`config.mk`:
```
export PLATFORM = sky130hd
export DESIGN_NAME = mem_pipe_flat
export DESIGN_NICKNAME = d
export VERILOG_FILES = /design/src/rtl/mem_pipe_pkg.sv /design/src/rtl/mem_pipe_if.sv /design/src/rtl/mem_rd_pipe.sv /design/src/rtl/mem_pipe.sv /design/src/flat_wrapper.sv
export SDC_FILE = /design/constraint.sdc
export NUM_CORES = 2
export LEC_CHECK = 0
export CAP_MARGIN = 20
export CORE_ASPECT_RATIO = 1.4
export CORE_UTILIZATION = 49
export DETAILED_ROUTE_END_ITERATION = 10
export GPL_ROUTABILITY_DRIVEN = 0
export SLEW_MARGIN = 20
export SYNTH_ARGS = -nofsm -noshare
export SYNTH_HDL_FRONTEND = slang
export SYNTH_SLANG_ARGS = --single-unit
```
`constraint.sdc`:
```
create_clock -name clk -period 32.8 [get_ports clk]
set_input_delay 6.56 -clock clk [delete_from_list [all_inputs] [get_ports clk]]
set_output_delay 6.56 -clock clk [all_outputs]
set_load 0.01 [all_outputs]
```
`src/rtl/mem_pipe_pkg.sv`:
```
// Shared types and helpers for the pipelined single-port memory.
package mem_pipe_pkg;

  typedef enum logic {INIT, READY} state_t;

  localparam int unsigned MAX_RD_LAT = 4;
  localparam int unsigned MAX_DW     = 256;
  localparam int unsigned MAX_BE     = MAX_DW / 8;

  // Replace only the byte lanes whose enable bit is set.
  function automatic logic [MAX_DW-1:0] be_merge(input logic [MAX_DW-1:0] old_w,
                                                 input logic [MAX_DW-1:0] new_w,
                                                 input logic [MAX_BE-1:0] be);
    logic [MAX_DW-1:0] res;
    res = old_w;
    for (int i = 0; i < int'(MAX_BE); i++) begin
      if (be[i]) res[8*i +: 8] = new_w[8*i +: 8];
    end
    return res;
  endfunction

endpackage

```
`src/rtl/mem_pipe_if.sv`:
```
// Request/response bundle between a memory client and mem_pipe.
interface mem_pipe_if #(
  parameter int unsigned DW = 8,
  parameter int unsigned AW = 8
) ();
  logic          clr;
  logic          req_valid;
  logic          req_ready;
  logic          wr_en;
  logic [AW-1:0] addr;
  logic [DW-1:0] wdata;
  logic [DW/8-1:0] be;
  logic          rd_valid;
  logic [DW-1:0] rd_data;
  logic          rd_err;
  logic          busy;

  modport master (
    output clr, req_valid, wr_en, addr, wdata, be,
    input  req_ready, rd_valid, rd_data, rd_err, busy
  );

  modport slave (
    input  clr, req_valid, wr_en, addr, wdata, be,
    output req_ready, rd_valid, rd_data, rd_err, busy
  );
endinterface

```
`src/rtl/mem_rd_pipe.sv`:
```
// Read-return delay line; data and err only advance with a valid beat so the
// output holds its last returned value between pulses.
module mem_rd_pipe
  import mem_pipe_pkg::*;
#(
  parameter int unsigned DW     = 8,
  parameter int unsigned RD_LAT = 1
) (
  input  logic          clk,
  input  logic          rst,
  input  logic          in_valid_i,
  input  logic          in_err_i,
  input  logic [DW-1:0] in_data_i,
  output logic          rd_valid_o,
  output logic          rd_err_o,
  output logic [DW-1:0] rd_data_o
);

  localparam int unsigned LAT = (RD_LAT < 1) ? 1 :
                                (RD_LAT > MAX_RD_LAT) ? MAX_RD_LAT : RD_LAT;

  logic [LAT-1:0] vld_q;
  logic [LAT-1:0] err_q;
  logic [DW-1:0]  dat_q [LAT];

  always_ff @(posedge clk) begin
    if (rst) begin
      vld_q <= '0;
      err_q <= '0;
      for (int i = 0; i < int'(LAT); i++) dat_q[i] <= '0;
    end else begin
      vld_q[0] <= in_valid_i;
      if (in_valid_i) begin
        err_q[0] <= in_err_i;
        dat_q[0] <= in_data_i;
      end
      for (int i = 1; i < int'(LAT); i++) begin
        vld_q[i] <= vld_q[i-1];
        if (vld_q[i-1]) begin
          err_q[i] <= err_q[i-1];
          dat_q[i] <= dat_q[i-1];
        end
      end
    end
  end

  assign rd_valid_o = vld_q[LAT-1];
  assign rd_err_o   = err_q[LAT-1];
  assign rd_data_o  = dat_q[LAT-1];

endmodule

```
`src/rtl/mem_pipe.sv`:
```
// Single-port memory with byte enables, ready/valid requests, pipelined read
// return and an init sweep that fills every word with INIT_VAL.
module mem_pipe
  import mem_pipe_pkg::*;
#(
  parameter int unsigned DW       = 8,
  parameter int unsigned AW       = 8,
  parameter int unsigned DEPTH    = 256,
  parameter int unsigned RD_LAT   = 1,
  parameter logic [DW-1:0] INIT_VAL = '0
) (
  input  logic clk,
  input  logic rst,
  mem_pipe_if.slave bus
);

  localparam int unsigned CW = (DEPTH > 1) ? $clog2(DEPTH) : 1;
  localparam logic [CW-1:0] LAST = CW'(DEPTH - 1);

  state_t        state_q, state_d;
  logic [CW-1:0] cnt_q, cnt_d;
  logic          req_ready_q, req_ready_d;
  logic          busy_q, busy_d;
  logic [DW-1:0] mem_q [DEPTH];

  logic          accept_c;
  logic          in_range_c;
  logic [CW-1:0] idx_c;
  logic [DW-1:0] rd_word_c;

  assign accept_c   = bus.req_valid && req_ready_q && !rst;
  assign in_range_c = 32'(bus.addr) < DEPTH;
  assign idx_c      = bus.addr[CW-1:0];
  assign rd_word_c  = in_range_c ? mem_q[idx_c] : '0;

  // Sweep/ready control; clr restarts the sweep from word 0 in either state.
  always_comb begin
    state_d     = state_q;
    cnt_d       = cnt_q;
    req_ready_d = 1'b0;
    busy_d      = 1'b1;
    unique case (state_q)
      INIT: begin
        if (bus.clr)            cnt_d   = '0;
        else if (cnt_q == LAST) state_d = READY;
        else                    cnt_d   = cnt_q + CW'(1);
      end
      READY: begin
        if (bus.clr) begin
          state_d = INIT;
          cnt_d   = '0;
        end
      end
      default: state_d = INIT;
    endcase
    req_ready_d = (state_d == READY);
    busy_d      = (state_d == INIT);
  end

  always_ff @(posedge clk) begin
    if (rst) begin
      state_q     <= INIT;
      cnt_q       <= '0;
      req_ready_q <= 1'b0;
      busy_q      <= 1'b1;
    end else begin
      state_q     <= state_d;
      cnt_q       <= cnt_d;
      req_ready_q <= req_ready_d;
      busy_q      <= busy_d;
    end
  end

  // Storage: sweep writes own the port while INIT; out-of-range writes drop.
  always_ff @(posedge clk) begin
    if (!rst && state_q == INIT) begin
      mem_q[cnt_q] <= INIT_VAL;
    end else if (accept_c && bus.wr_en && in_range_c) begin
      mem_q[idx_c] <= DW'(be_merge(MAX_DW'(mem_q[idx_c]), MAX_DW'(bus.wdata),
                                   MAX_BE'(bus.be)));
    end
  end

  mem_rd_pipe #(
    .DW    (DW),
    .RD_LAT(RD_LAT)
  ) u_rd_pipe (
    .clk       (clk),
    .rst       (rst),
    .in_valid_i(accept_c && !bus.wr_en),
    .in_err_i  (!in_range_c),
    .in_data_i (rd_word_c),
    .rd_valid_o(bus.rd_valid),
    .rd_err_o  (bus.rd_err),
    .rd_data_o (bus.rd_data)
  );

  assign bus.req_ready = req_ready_q;
  assign bus.busy      = busy_q;

endmodule
```
`src/flat_wrapper.sv`:
```
// flat-port wrapper written by rule: the top's interface ports become plain ports
module mem_pipe_flat import mem_pipe_pkg::*;
#(
  parameter int unsigned DW       = 8,
  parameter int unsigned AW       = 8,
  parameter int unsigned DEPTH    = 256,
  parameter int unsigned RD_LAT   = 1,
  parameter logic [DW-1:0] INIT_VAL = '0
)
  (clk, rst, bus_clr, bus_req_valid, bus_wr_en, bus_addr, bus_wdata, bus_be, bus_req_ready, bus_rd_valid, bus_rd_data, bus_rd_err, bus_busy);
  mem_pipe_if #(.DW(DW), .AW(AW)) bus_i ();
  input  logic clk;
  input  logic rst;
  input wire logic [$bits(bus_i.clr)-1:0] bus_clr;
  input wire logic [$bits(bus_i.req_valid)-1:0] bus_req_valid;
  input wire logic [$bits(bus_i.wr_en)-1:0] bus_wr_en;
  input wire logic [$bits(bus_i.addr)-1:0] bus_addr;
  input wire logic [$bits(bus_i.wdata)-1:0] bus_wdata;
  input wire logic [$bits(bus_i.be)-1:0] bus_be;
  output wire logic [$bits(bus_i.req_ready)-1:0] bus_req_ready;
  output wire logic [$bits(bus_i.rd_valid)-1:0] bus_rd_valid;
  output wire logic [$bits(bus_i.rd_data)-1:0] bus_rd_data;
  output wire logic [$bits(bus_i.rd_err)-1:0] bus_rd_err;
  output wire logic [$bits(bus_i.busy)-1:0] bus_busy;
  assign bus_i.clr = bus_clr;
  assign bus_i.req_valid = bus_req_valid;
  assign bus_i.wr_en = bus_wr_en;
  assign bus_i.addr = bus_addr;
  assign bus_i.wdata = bus_wdata;
  assign bus_i.be = bus_be;
  assign bus_req_ready = bus_i.req_ready;
  assign bus_rd_valid = bus_i.rd_valid;
  assign bus_rd_data = bus_i.rd_data;
  assign bus_rd_err = bus_i.rd_err;
  assign bus_busy = bus_i.busy;
  mem_pipe #(.DW(DW), .AW(AW), .DEPTH(DEPTH), .RD_LAT(RD_LAT), .INIT_VAL(INIT_VAL)) u_core (.clk(clk), .rst(rst), .bus(bus_i));
endmodule
```
After elaboration in Yosys (flattened, before gate mapping)
Memories as Yosys holds them, arrays and structs flattened.
Cells that the tools add are included.

operators by class
  equality and inequality tests = 3
  bitwise logic cells = 2
  add/sub/neg operators = 1
  multiplexer cells = 26
  reductions and logical operators = 10

operators by type and width
  cell                   number
  $mux W8                9
  $pmux W8 S2            1
  $reduce_or A8 Y1       2
  $mux W1                15
  $add A8 B1 Y8 const B  1
  $eq A8 B8 Y1 const B   1
  $logic_and A1 B1 Y1    5
  $ne A3 B3 Y1 const B   1
  $logic_not A1 Y1       2
  $ne A2 B2 Y1 const B   1
  $not A1 Y1             2
  $pmux W1 S2            1
  $reduce_and A2 Y1      1

storage, ports and cells
  RAM bits = 2056
  word-level logic and storage cells = 48
  output and inout bits = 12
  memories kept = 2
  input port bits = 22
  register bits = 11

memory list
  memory                  depth  width  rd ports  clocked after memory_dff  wr ports  line               text
  u_core.mem_q            256    8      1         0                         1         mem_pipe.sv:24     logic [DW-1:0] mem_q [DEPTH];
  u_core.u_rd_pipe.dat_q  1      8      1         0                         1         mem_rd_pipe.sv:24  logic [DW-1:0] dat_q [LAT];

Longest topological paths before layout
  depth after elaboration = 8
  mapped depth = 12
  gate-level depth less buffers = 8

Modules after synthesis
Synthesis repeated with hierarchy kept, for this count alone.

second synthesis, totals
  cell total of the unflattened synthesis = 3989
  area total of the unflattened synthesis = 80765.0 µm²

by module, submodules not included
  module       cells each  sequential area each (µm²)  area each (µm²)  instances
  mem_pipe     3966        61699.2                     80383.3          1
  mem_rd_pipe  23          280.3                       381.6            1

Least setup slack after synthesis
OpenSTA, ideal clock, no wires.

  path kind = input port to flip-flop
  start = in bus_addr[2]
  end = mem u_core.mem_q[0][2] (data pin)
  path slack = 12041 ps
  library setup time = 2232 ps
  path buffers = 4
  data arrival time = 18527 ps
  data required time = 30568 ps
  stages on the path = 11
  path through = buf_2 > buf_4 > inv_1 > buf_2 > buf_1 > nand2_1 > nand2_1 > o22ai_1 > o41ai_1 > a31oi_1 > o31ai_1

RTL lines
  item             line                text
  start, declared  flat_wrapper.sv:17  input wire logic [$bits(bus_i.addr)-1:0] bus_addr;
  end, declared    mem_pipe.sv:24

==> results by group <==
Status
  – Status: finished, final reports clean

Placement
  – DP Worst Slack: around 19 ns
  – Dpl hpwl: 133 mm
  – Cells after DPL: 5803
  – I/O Buffers: 32

Global routing
  – Antenna violations before repair: 9
  – Vias in the first global route: 40.1k
  – Largest net degree at the start of global routing: 201
  – First-pass GRT wire length: 303 mm
  – Total GRT Usage: between 20% and 30%
  – Overflow after GRT: 0

Pwr
  – Leakage: between 20 and 25 nW
  – Sw Pwr: 1.07 mW
  – Total power draw: 5.21 mW
  – Sequential Power Share: between 50% and 60%
  – Combinational share of power: 3.1%
  – Internal power: ~4.1 mW
  – Switching share of power: 20.6%
  – Pwr per Cell Area: 58.6 nW/um^2
  – VDD IR max: 0.0626 mV
  – Clock power share: 42.0%

Worst setup path
  – CP cell instances: buf_8 > buf_4 > buf_4 > buf_4 > mux4_2 > a22oi_1 > nand3_1 > a41oi_1 > o21ai_0 > a32o_4 > buf_4 > buf_4
  – CP max FO: 100
  – Critical-path top delay cell: buf_4
  – Required @ worst endpoint: ~33 ns
  – Crit path from: bus_addr[1]
  – Worst path bufs/invs: 6
  – Crit path DAT: 13.50 ns
  – Slowest stage delay, CP: about 0.86 ns
  – CP endpoint kind: flop
  – Critical path type: in2reg
  – Most frequent CP cell: buf_4
  – R2r startpoint: u_core.mem_q[81][6]$_DFFE_PP_
  – Top delay family on crit path: buffers and inverters
  – CP startpoint kind: primary input

Clock tree
  – Hold-fix buffers, CTS: 0
  – Max clock buf depth: 3
  – CTS clock-pin slew for the worst setup and hold paths: 0.06 ns
  – Num CTS Buffers: ~190
  – Post-cts sizing count: 0
  – H-tree levels: 4
  – Clk_lat worst skew: 0.84 ns
  – Clk root buf: clkbuf_16
  – CTS Sinks: ~2.1k
  – CTS tree: built
  – Post-CTS setup buffer count: 0

Yosys
  – Syn nets: 3795
  – Number of synthesized register bits: 2067
  – Yosys top cell area share: between 70 and 80%
  – Fraction of the mapped netlist area in compound gates: 2.88%
  – Register area share after synthesis: ~77%
  – Top cells by area, synth: edfxtp_1, mux4_2, nor2_1, a22oi_1, nand2_1
  – EDFF count, synth: 2056
  – Synth area leader: edfxtp_1
  – Main combinational cell family by area after synthesis: multiplexers
  – Commonest cells post-synth: edfxtp_1, mux4_2, nor2_1, a22oi_1, nand2_1
  – Mapped Cells: approximately 3.8k
  – Mean Syn Cell Area: approximately 21 um^2
  – Fraction of registers with async set/reset: 0%
  – Post-Synth Adder-Cell Area: 0.0156%
  – YS warnings: 0
  – Top-count cell post-synth: edfxtp_1
  – Multiplexer share of the synthesized area: between 10% and 20%
  – Cell variety after synth: 65
  – Cell area after synthesis: approximately 80000 um^2
  – XOR/XNOR Fraction of Synth Area: 0.0219%
  – Main synth FF type: edfxtp_1
  – Synth Area in Simple Gates: 3.13%

STA
  – RSZ-0062 raised after global routing: false
  – Fin. max-slew vios: 0
  – Worst hold slack: 0.548 ns
  – Max Freq: 76.7 MHz
  – Final Critical Period: 13.03 ns
  – Final worst path period share: 39.7%
  – Final Hold Vio Count: 0
  – Setup TNS: 0 ns
  – Final worst slack: 19.77 ns
  – Relative slew slack: 17.2%
  – Worst-Margin Slew: 1.23 ns
  – Worst Skew: 0.0368 ns
  – Endpoints failing setup: 0

Cells and area
  – # fillers: 12.2k
  – Cell Count, Final, Fillers Out: 6148
  – Register area: between 60000 and 70000 um^2
  – Share of post-route cells with drive strength above 1: 23.3%
  – Layout area overhead: 11.0%
  – Area occupied by multi-input gates: 17100 um^2
  – Fin nets: 3891

Floorplanning
  – Site Rows: around 180
  – Core area: 162000 um^2
  – Die H: around 480 um
  – Initial Utilization: 49.3%
  – Die area: 165000 um^2
  – IO Count: 34
  – Die Span X: 344 um

Route
  – Vias per cell: 6.43
  – Metal3 WL: 17.2 mm
  – Post-route antenna net violation count: 0
  – Met2 wire length: 107 mm
  – Sum of routed wire length over all layers: between 200 and 250 mm
  – Drt first-iter violations: 4296
  – Initial DRT Pass Iterations: 8
  – # DRC: 0
  – DRT met1 WL: 80.8 mm
  – Avg WL per Cell: 35.0 um
  – Via count: 39.6k
  – Max Used Layer: met5

Flow run
  – Max capacitance violation total: 0

Hold path
  – Min-delay worst type: reg2reg
  – Hold path startpoint: u_core.cnt_q[5]$_SDFFE_PP0P_
-- flip-flops by register name (all words and copies together) (netlist names) --
name	flops
u_core.bus.busy	1
u_core.cnt_q	8
u_core.mem_q	2048
u_core.state_q	1
u_core.u_rd_pipe.dat_q	8
u_core.u_rd_pipe.rd_valid_o	1
-- layout by cell type (no fill, tap or decap), types with 7 or more instances in the layout --
cell and count:
a211oi_1 7, a21oi_1 62, a221oi_1 22, a22oi_1 127
a31oi_1 7, and2_1 7, and3_1 8, buf_4 93
bufinv_16 20, clkbuf_1 33, clkbuf_16 190, clkdlybuf4s50_1 28
clkinv_1 44, clkinv_2 40, dfxtp_1 11, edfxtp_1 2056
inv_6 9, mux2_2 14, mux2i_1 40, mux4_2 511
nand2_1 118, nand2b_1 11, nand3_1 53, nand3b_1 7
nand4_1 7, nor2_1 273, nor2_2 10, nor3_1 26
nor4_1 9, o21ai_0 32, o21ai_1 12, o221ai_1 8
o22ai_1 19
-- cell type report --
| class | instances | share of cell area (%) |
|---|---|---|
| sequential | 2067 | 69.7 |
| multi-input combinational | 1475 | 19.2 |
| clock buffer | 225 | 5.52 |
| tap | 2124 | 2.99 |
| timing repair buffer | 131 | 1.26 |
| clock inverter | 117 | 1.25 |
| inverter | 6 | 0.0282 |
| antenna | 3 | 0.00845 |
-- power groups by stage --
stage | combinational, mW | clock, mW | sequential [mW]
after CTS | 0.163 | 2.21 | 2.86
after global placement | 0.163 | 0 | 2.92
after detailed placement | 0.163 | 0 | 2.92
after floorplan | 0.0972 | 0 | 2.92
after global routing | 0.168 | 2.30 | 2.86
final | 0.163 | 2.19 | 2.86
-- worst paths after layout --
kind / end / slack (ns) / cells after the start
setup / recovery: u_core.mem_q[112][6]$_DFFE_PP_ / 19.77 / 12
hold / removal: u_core.cnt_q[5]$_SDFFE_PP0P_ / 0.55 / 1
setup reg to reg: u_core.mem_q[112][6]$_DFFE_PP_ / 27.76 / 9
hold reg to reg: u_core.cnt_q[5]$_SDFFE_PP0P_ / 0.55 / 1
-- layer usage --
layer | vias up | global-route usage, %
met5 | - | 0
met2 | 1889 | 43.4
met1 | 21300 | 34.6
met3 | 415 | 5.32
met4 | 6 | 11.3
li1 | 16000 | -
-- worst reg2reg max path, stage by stage (launching register included) --
cell,delay (ns)
edfxtp_1,0.32
mux4_2,0.23
nand2_1,0.10
and3_1,0.27
a21oi_1,0.24
o211ai_1,0.11
o21ai_0,0.84
a32o_4,0.78
buf_4,0.81
buf_4,0.86
-- metrics by stage --
step | utilization (%) | area, um^2
2_1_floorplan | - | 80100
3_3_place_gp | 51.0 | 82800
3_5_place_dp | 51.0 | 82800
4_1_cts | 54.7 | 88800
5_1_grt | 54.8 | 88900
6_report | 54.8 | 88900
-- logic make-up after synthesis --
group,Yosys count
AO/OA/AOI/OAI,336
XOR/XNOR,2
adder cells (fa/ha/maj),1
buffers and inverters,230
flip-flops,2067
multiplexers,565
other,1
AND/OR/NAND/NOR,570
No activity file was read; power rests on OpenSTA's default activity.
